## src/rtl/game_pkg.sv

```systemverilog
// Shared game types: FSM state codes and field widths used by the sequencer,
// ball, brick and overlay blocks.
package game_pkg;

  localparam int LIVES_W = 3;
  localparam int LEVEL_W = 4;
  localparam int STATE_W = 3;

  localparam logic [STATE_W-1:0] ST_IDLE  = 3'd0;
  localparam logic [STATE_W-1:0] ST_SERVE = 3'd1;
  localparam logic [STATE_W-1:0] ST_PLAY  = 3'd2;
  localparam logic [STATE_W-1:0] ST_PAUSE = 3'd3;
  localparam logic [STATE_W-1:0] ST_LOST  = 3'd4;
  localparam logic [STATE_W-1:0] ST_WIN   = 3'd5;
  localparam logic [STATE_W-1:0] ST_OVER  = 3'd6;

  typedef struct packed {
    logic gameRun;
    logic ballRst;
    logic gameOver;
  } game_outs_t;

  // Output decode is a pure function of the state code, so the output flops
  // can be loaded from the next-state value and always match the state register.
  function automatic game_outs_t decodeOutputs(input logic [STATE_W-1:0] st);
    game_outs_t o;
    o.gameRun  = (st == ST_PLAY);
    o.ballRst  = !((st == ST_PLAY) || (st == ST_PAUSE));
    o.gameOver = (st == ST_OVER);
    return o;
  endfunction

  function automatic logic [LEVEL_W-1:0] satIncLevel(input logic [LEVEL_W-1:0] lvl,
                                                     input logic [LEVEL_W-1:0] maxLvl);
    if (lvl >= maxLvl) begin
      return maxLvl;
    end
    return lvl + 1'b1;
  endfunction

endpackage

```

## src/rtl/btn_edge_detect.sv

```systemverilog
// Two-flop synchroniser for a raw asynchronous button followed by a
// rising-edge detector producing a one-clock pulse.
module btn_edge_detect (
  input  logic clk,
  input  logic rst,
  input  logic btn_in,
  output logic pulse_out
);

  logic sync1_q;
  logic sync2_q;
  logic prev_q;

  always_ff @(posedge clk) begin
    if (rst) begin
      sync1_q <= 1'b0;
      sync2_q <= 1'b0;
      prev_q  <= 1'b0;
    end else begin
      sync1_q <= btn_in;
      sync2_q <= sync1_q;
      prev_q  <= sync2_q;
    end
  end

  // Pulse comes straight off the flops so the FSM sees it on the third edge.
  assign pulse_out = sync2_q & ~prev_q;

endmodule

```

## src/rtl/game_sequencer.sv

```systemverilog
// Brick-breaker game controller: serve / play / pause / lost / win / over.
// Define GAME_PAUSE_EN to build the PAUSE state and the pause button path.
module game_sequencer
  import game_pkg::*;
#(
  parameter int LIVES_INIT   = 3,
  parameter int SERVE_FRAMES = 60,
  parameter int MAX_LEVEL    = 15
) (
  input  logic               clk,
  input  logic               rst,
  input  logic               start_btn,
  input  logic               pause_btn,
  input  logic               frame_tick,
  input  logic               ball_out_of_bounds,
  input  logic               bricks_all_clear,
  output logic               game_run,
  output logic               ball_rst,
  output logic [LIVES_W-1:0] lives,
  output logic [LEVEL_W-1:0] level,
  output logic [STATE_W-1:0] state,
  output logic               game_over
);

  localparam logic [LIVES_W-1:0] LIVES_LOAD = LIVES_W'(LIVES_INIT);
  localparam logic [LEVEL_W-1:0] LEVEL_MAX  = LEVEL_W'(MAX_LEVEL);
  localparam logic [LEVEL_W-1:0] LEVEL_ONE  = LEVEL_W'(1);
  localparam logic [7:0]         SERVE_LAST = 8'(SERVE_FRAMES - 1);

  logic [STATE_W-1:0] state_q, state_d;
  logic [LIVES_W-1:0] lives_q, lives_d;
  logic [LEVEL_W-1:0] level_q, level_d;
  logic [7:0]         serveCnt_q, serveCnt_d;
  logic               gameRun_q, ballRst_q, gameOver_q;
  game_outs_t         outs_d;
  logic               startP;

  btn_edge_detect uStartEdge (
    .clk      (clk),
    .rst      (rst),
    .btn_in   (start_btn),
    .pulse_out(startP)
  );

`ifdef GAME_PAUSE_EN
  logic pauseP;

  btn_edge_detect uPauseEdge (
    .clk      (clk),
    .rst      (rst),
    .btn_in   (pause_btn),
    .pulse_out(pauseP)
  );
`else
  logic unusedPauseBtn;
  assign unusedPauseBtn = pause_btn;
`endif

  always_comb begin
    state_d    = state_q;
    lives_d    = lives_q;
    level_d    = level_q;
    serveCnt_d = serveCnt_q;

    case (state_q)
      ST_IDLE: begin
        if (startP) begin
          state_d    = ST_SERVE;
          lives_d    = LIVES_LOAD;
          level_d    = LEVEL_ONE;
          serveCnt_d = 8'd0;
        end
      end

      ST_SERVE: begin
        if (frame_tick) begin
          if (serveCnt_q == SERVE_LAST) begin
            state_d    = ST_PLAY;
            serveCnt_d = 8'd0;
          end else begin
            serveCnt_d = serveCnt_q + 8'd1;
          end
        end
      end

      // A simultaneous clear and loss is a win and costs no life.
      ST_PLAY: begin
        if (bricks_all_clear) begin
          state_d = ST_WIN;
        end else if (ball_out_of_bounds) begin
          state_d = ST_LOST;
          lives_d = (lives_q == '0) ? '0 : lives_q - 1'b1;
        end
`ifdef GAME_PAUSE_EN
        else if (pauseP) begin
          state_d = ST_PAUSE;
        end
`endif
      end

`ifdef GAME_PAUSE_EN
      ST_PAUSE: begin
        if (pauseP) begin
          state_d = ST_PLAY;
        end
      end
`endif

      ST_LOST: begin
        if (lives_q == '0) begin
          state_d = ST_OVER;
        end else begin
          state_d    = ST_SERVE;
          serveCnt_d = 8'd0;
        end
      end

      ST_WIN: begin
        if (startP) begin
          state_d    = ST_SERVE;
          level_d    = satIncLevel(level_q, LEVEL_MAX);
          serveCnt_d = 8'd0;
        end
      end

      ST_OVER: begin
        if (startP) begin
          state_d    = ST_SERVE;
          lives_d    = LIVES_LOAD;
          level_d    = LEVEL_ONE;
          serveCnt_d = 8'd0;
        end
      end

      default: begin
        state_d = ST_IDLE;
      end
    endcase
  end

  assign outs_d = decodeOutputs(state_d);

  always_ff @(posedge clk) begin
    if (rst) begin
      state_q    <= ST_IDLE;
      lives_q    <= LIVES_LOAD;
      level_q    <= LEVEL_ONE;
      serveCnt_q <= 8'd0;
      gameRun_q  <= 1'b0;
      ballRst_q  <= 1'b1;
      gameOver_q <= 1'b0;
    end else begin
      state_q    <= state_d;
      lives_q    <= lives_d;
      level_q    <= level_d;
      serveCnt_q <= serveCnt_d;
      gameRun_q  <= outs_d.gameRun;
      ballRst_q  <= outs_d.ballRst;
      gameOver_q <= outs_d.gameOver;
    end
  end

  assign game_run  = gameRun_q;
  assign ball_rst  = ballRst_q;
  assign game_over = gameOver_q;
  assign lives     = lives_q;
  assign level     = level_q;
  assign state     = state_q;

endmodule
```

## config.mk

```make
export PLATFORM = sky130hd
export DESIGN_NAME = game_sequencer
export DESIGN_NICKNAME = d
export VERILOG_FILES = /design/src/rtl/game_pkg.sv /design/src/rtl/btn_edge_detect.sv /design/src/rtl/game_sequencer.sv
export SDC_FILE = /design/constraint.sdc
export NUM_CORES = 1
export LEC_CHECK = 0
export ABC_AREA = 0
export CAP_MARGIN = 20
export CORE_UTILIZATION = 55
export CTS_BUF_LIST = sky130_fd_sc_hd__clkbuf_8
export DETAILED_ROUTE_END_ITERATION = 8
export HOLD_SLACK_MARGIN = 0.06
export PLACE_DENSITY = 0.81
export SLEW_MARGIN = 20
export SYNTH_ARGS = -nofsm -noshare
export SYNTH_HDL_FRONTEND = slang
export SYNTH_SLANG_ARGS = --single-unit
```

## constraint.sdc

```tcl
create_clock -name clk -period 2.39 [get_ports clk]
set_input_delay 0.5975 -clock clk [delete_from_list [all_inputs] [get_ports clk]]
set_output_delay 0.5975 -clock clk [all_outputs]
set_load 0.02 [all_outputs]
```

; Yosys cells after proc, flatten, opt, wreduce, memory -nomap -nowiden
; Index checks and enable logic that the tools add are counted.
[classes]
addsub = 3
order_cmp = 1
n_eq_ne = 16
muxes = 25
n_bitwise = 2
n_reduce_logical = 12
[op_table]
columns = op, n
row1 = 2-to-1 mux 8 bit, 4
row2 = 2-to-1 mux 3 bit, 10
row3 = case mux 8 bit (3 select lines), 1
row4 = 2-to-1 mux 4 bit, 4
row5 = "== test 3 bit, second input constant", 4
row6 = case mux 3 bit (4 select lines), 1
row7 = "!= test 2 bit, second input constant", 5
row8 = "== test 3 x 2 -> 1 bit, second input constant", 3
row9 = "adder 8 x 1 -> 8 bit, second input constant", 1
row10 = "== test 8 x 6 -> 1 bit, second input constant", 1
row11 = case mux 4 bit (2 select lines), 1
row12 = AND reduction 4 bit, 2
row13 = logical NOT 3 bit, 2
row14 = case mux 3 bit (2 select lines), 1
row15 = "adder 4 x 1 -> 4 bit, second input constant", 1
row16 = ">= comparator 4 bit, second input constant", 1
row17 = "!= test 2 x 1 -> 1 bit, second input constant", 2
row18 = nonzero test 2 bit, 2
row19 = "== test 3 x 1 -> 1 bit, second input constant", 1
row20 = 2-to-1 mux 1 bit, 3
row21 = AND reduction 3 bit, 1
row22 = nonzero test 3 bit, 1
row23 = OR reduction 3 bit, 1
row24 = "subtractor 3 x 1 -> 3 bit, second input constant", 1
row25 = other kinds (5), 5
[totals]
register_bits = 24
input_bits = 7
word_cells = 69

; Depth between registers and ports, before layout
[logic_depth]
ltp_word = 7
depth_mapped = 6
ltp_nobuf = 6

; Hierarchy
; Synthesis repeated with hierarchy kept, for this count alone.
[hier_totals]
cells_unflattened = 147
area_unflattened_um2 = 1257.5
[modules_own_cells]
columns = module, n_inst, cells_each, area_per_inst_um2, seq_area_each_um2
row1 = game_sequencer, 1, 140, 1169.9, 420.4
row2 = btn_edge_detect, 1, 7, 87.6, 60.1

; Worst setup path after synthesis
; Ideal clock, no wire load.
[synth_path]
path_kind = reg-to-reg
startpoint = reg state_q[0] (netlist: state[0])
endpoint = reg serveCnt_q[7]
t_arrival_ps = 1650
slack_ps = 671
path_stages_with_launch = 6
synth_period_minus_slack_ps = 1719
cell_sequence = dfxtp_1 -> or3b_1 -> a21oi_2 -> o21ai_2 -> or4_1 -> o21ai_1
[synth_via]
elab_chain_len = 4
elab_cells_between_ends = 12
cone_classes = 7 x eq/ne / 1 x mux / 4 x reduce/logical
[synth_rtl]
columns = item, line_no
row1 = start: declaration, game_sequencer.sv:30  ; logic [STATE_W-1:0] state_q, state_d;
row2 = start signal: assignment, game_sequencer.sv:153  ; state_q <= state_d;
row3 = == test 3 bit / logical NOT 3 bit (equally long branches), game_sequencer.sv:65  ; case (state_q)
row4 = OR reduction 3 bit (no line), --
row5 = != test 2 x 1 -> 1 bit (no line) / nonzero test 3 bit (equally long branches), --
row6 = AND reduction 4 bit (no line), --
row7 = end signal: assignment, game_sequencer.sv:156  ; serveCnt_q <= serveCnt_d;
row8 = end: declaration, game_sequencer.sv:33  ; logic [7:0] serveCnt_q, serveCnt_d;
; Several ways; a longest one is shown, not always the timed one.
; A chain may end at the register's enable or synchronous reset.

; Worst setup path after layout
[layout_path]
startpoint = reg state_q[1] (netlist: state[1])
endpoint = out state[1]
[layout_lines]
columns = item, line_no
row1 = end: declaration, game_sequencer.sv:21  ; output logic [STATE_W-1:0] state,
; No word-level cell between the ends.

==> out/results.md <==
| Stage | Result | Reported |
|:---|:---|:---|
| sta | Final WS setup | 0.128 ns |
| yosys | Number of synthesized flops with an enable pin | 0 |
| clock tree | CTS buffer count | 3 |
| floorplan | Die area | 2540 µm² |
| global routing | First-pass GRT wire length | 4.46 mm |
| floorplan | Floorplan die width | 50.4 µm |
| sta | Final count of hold timing violations | 0 |
| power | Static Leak | 0.000532 µW |
| clock tree | CTS sink count | 24 |
| sta | Actual transition at the worst max-transition pin | 0.578 ns |
| floorplan | Initial core utilization | 0.582 |
| power | Power density normalized to cell area | 473 nW/µm² |
| yosys | Cell type with the highest aggregate area in the netlist | dfxtp_1 |
| yosys | Syn Area/Cell | 8.58 µm² |
| yosys | Largest cells by area after synthesis | dfxtp_1 (37%), a21oi_1 (6.2%), nand2b_1 (3.9%) |
| drt | Number of remaining DRC errors | 0 |
| drt | Number of vias after detailed routing | 1,188 |
| sta | Final period demand of the worst path | 2.26 ns |
| power | Worst voltage drop across the vdd grid | 0.405 mV |
| worst setup path | Critical register-to-register path endpoint | serveCnt_q[2]$_SDFFE_PP0P_ |
| sta | Tcrit/Tclk final | 0.947 |
| sta | RSZ-0062 raised after global routing | false |
| worst setup path | Family with the most delay on the worst path | buffers and inverters |
| hold path | HP Start | uStartEdge.sync1_q$_SDFF_PP0_ |
| floorplan | IO Count | 20 |
| clock tree | CTS-repair resized insts | 0 |
| clock tree | Buffers inserted by post-CTS timing repair | 0 |
| finish | Share of post-route cells with drive strength above 1 | 0.105 |
| yosys | Ys flop type | dfxtp_1 |
| place | Dpl ws | 0.222 ns |
| hold path | Worst Hold Path EP | uStartEdge.sync2_q$_SDFF_PP0_ |
| sta | Tightest hold margin | 0.460 ns |
| finish | # nets final | 181 |
| hold path | Worst min-delay path class | reg2reg |
| place | HPWL after DPL | 1.91 mm |
| drt | Vias per std cell | 5.97 |
| clock tree | CTS hold repair buffers | 0 |
| drt | Length of the first detailed-routing pass in iterations | 6 |
| worst setup path | Max FO, Critical Path | 17 |
| worst setup path | Crit-path cells | clkdlybuf4s50_1 |
| drt | Drt initial violations | 28 |
| sta | Peak Freq | 442 MHz |
| yosys | Share of Yosys cell area claimed by the top area cell type | 0.373 |
| drt | WL/cell | 13.2 µm |
| floorplan | Area of the core region | 2210 µm² |
| clock tree | Number of levels the H-tree was split into | 1 |
| yosys | Synthesized area | 1290 µm² |
| place | Number of port buffers | 18 |
| yosys | Unique masters post-synth | 46 |
| clock tree | Clock-pin slew reported for the worst setup and hold paths after clock tree synthesis | 0.08 ns |
| status | Result of the run | complete, no violations |
| worst setup path | Worst R2R Path Depth | 5 |
| clock tree | CTS tree | done |
| global routing | Total Routing Usage GR | 0.228 |
| sta | Worst-case headroom to the max-slew limit | 0.614 |
| worst setup path | Cell with the largest stage delay on the worst path | clkdlybuf4s50_1 |
| place | Placer congestion estimate | 0.848 |
| yosys | Proportion of synthesized flip-flops having asynchronous set or reset | 0 |
| floorplan | Floorplan row count | 17 |
| global routing | Number of global-route vias before repair | 978 |
| worst setup path | Required time of the critical path | 1.79 ns |
| yosys | Synthesized flop and latch total | 24 |
| clock tree | Root Driver | clkbuf_8 |
| clock tree | Clock Latency Late Sink | 0.26 ns |
| worst setup path | Combined buffer and inverter count along the critical path | 1 |
| floorplan | DIE HEIGHT | 50.4 µm |
| sta | Worst clock skew | 0.00468 ns |
| yosys | Syn_nets | 159 |
| worst setup path | Number of logic stages on the critical path including buffering | 1 |
| drt | Antenna Nets Post-Route | 0 |
| sta | Number of endpoints failing setup at the final stage | 0 |
| yosys | Count of mapped cells out of synthesis | 150 |
| global routing | Overflow after GRT | 0 |
| worst setup path | Slack of the worst reg-to-reg path | 0.37 ns |
| finish | Area added between synthesis and finish | 21.7% |
| yosys | Syn. warnings | 0 |
| worst setup path | Reg-to-Reg Start | state[1]$_SDFF_PP0_ |
| global routing | Largest net degree at the start of global routing | 19 |
| clock tree | Maximum number of buffers from clock root to sink | 2 |
| worst setup path | Stage delay of the slowest cell on the critical path | 0.71 ns |
| global routing | Initial antenna violation count | 0 |
| sta | Final total negative setup slack | 0 ns |
| sta | Final number of max-transition violations | 0 |
| run | Max-cap check violation count | 0 |
| worst setup path | Crit path capture type | output pin |
| finish | Inserted Diodes | 0 |
| yosys | Proportion of synthesized chip area in sequential cells | 0.373 |
| worst setup path | CP Launch Type | flip-flop |
| hold path | Cell depth of the worst min-delay path | 1 |
| worst setup path | Critical Path AT | 1.66 ns |
| drt | Final wirelength | 2.64 mm |
| worst setup path | WS Path Type | reg2out |
[state kept, by name, indices dropped and copies added (netlist names)]
register,cells
ball_rst,1
game_over,1
game_run,1
level,4
lives,3
serveCnt_q,8
state,3
uStartEdge.prev_q,1
uStartEdge.sync1_q,1
uStartEdge.sync2_q,1
[layout by cell type, fill, tap and decap left out, types with 3 or more instances in the layout]
master,synthesis,final
clkdlybuf4s50_1,0,18
nor2b_1,5,5
nand3b_1,4,4
nand3_1,7,7
and3_1,5,5
o21ai_0,10,10
nor2_1,7,7
nand2_1,9,9
nand2b_1,8,8
nor3_1,3,3
dfxtp_1,24,24
inv_1,3,3
clkbuf_8,0,4
nor4bb_1,3,3
or4_1,3,3
and2_1,3,3
a21oi_1,16,16
buf_4,0,4
[worst register-to-register path, cell delays in order, from the launching register on]
cell and delay, ns:
dfxtp_1 0.69, nor3b_1 0.14, or3_1 0.46, o21ai_2 0.35, a21oi_1 0.08, o32ai_1 0.22
[layer usage]
| metal | wire [µm] | vias to the layer above | GRT usage |
|---|---|---|---|
| met5 | 0 | - | 0 |
| met4 | 18 | 0 | 0.0556 |
| met3 | 86 | 4 | 0.0394 |
| met2 | 1280 | 24 | 0.387 |
| met1 | 1250 | 563 | 0.300 |
| li1 | - | 597 | - |
[final cells by class]
type                            count  area [µm²]
Clock buffer                        4        55.1
Fill cell                         180         646
Inverter                            3        11.3
Multi-Input combinational cell    118         774
Sequential cell                    24         480
Tap cell                           28        35.0
Timing Repair Buffer               22         210
[logic make-up after synthesis]
kind of cell	Yosys count	synth area share
compound gates	45	0.232
fa+ha+maj	2	0.0194
buf+inv	8	0.0253
xor+xnor	2	0.0136
mux	1	0.00777
flops	24	0.373
simple gates	68	0.328
[cells in the mapped netlist, drive strengths merged (2+ instances only)]
| cell type | n |
|---|---|
| or3 | 2 |
| or3b | 2 |
| a211oi | 3 |
| a21oi | 18 |
| or4 | 3 |
| nand3b | 4 |
| and3 | 5 |
| nor3 | 3 |
| nor4bb | 3 |
| nand2 | 9 |
| nor2b | 5 |
| o32ai | 2 |
| nand2b | 8 |
| o21ai | 13 |
| buf | 2 |
| inv | 3 |
| and2 | 3 |
| clkbuf | 3 |
| nor2 | 7 |
| ha | 2 |
| nand3 | 7 |
| dfxtp | 24 |
[stage by stage]
stage / area (µm²) / total power (µW) / std cells / utilization
after floorplan: 1290 / 453 / 150 / -
after global placement: 1510 / 476 / 195 / 0.683
after detailed placement: 1510 / 477 / 195 / 0.683
after CTS: 1570 / 746 / 199 / 0.708
after global routing: 1570 / 769 / 199 / 0.708
final: 1570 / 741 / 199 / 0.708
[power breakdown]
| part | internal (µW) | total, µW | switching [µW] |
|---|---|---|---|
| registers | 403 | 407 | 3.81 |
| clock network | 147 | 273 | 126 |
| logic | 30.2 | 62.0 | 31.8 |
[worst max-delay path by stage]
stage                   startpoint                         end  slack, ns
6_report       state[1]$_SDFF_PP0_                    state[1]       0.13
5_1_grt        state[1]$_SDFF_PP0_                    state[1]       0.02
4_1_cts        state[1]$_SDFF_PP0_                    state[1]       0.12
3_5_place_dp            frame_tick  serveCnt_q[6]$_SDFFE_PP0P_       0.22
3_3_place_gp            frame_tick  serveCnt_q[7]$_SDFFE_PP0P_       0.24
2_1_floorplan  state[0]$_SDFF_PP0_  serveCnt_q[7]$_SDFFE_PP0P_       0.67
Note: power is estimated with default switching activity, not from simulation.
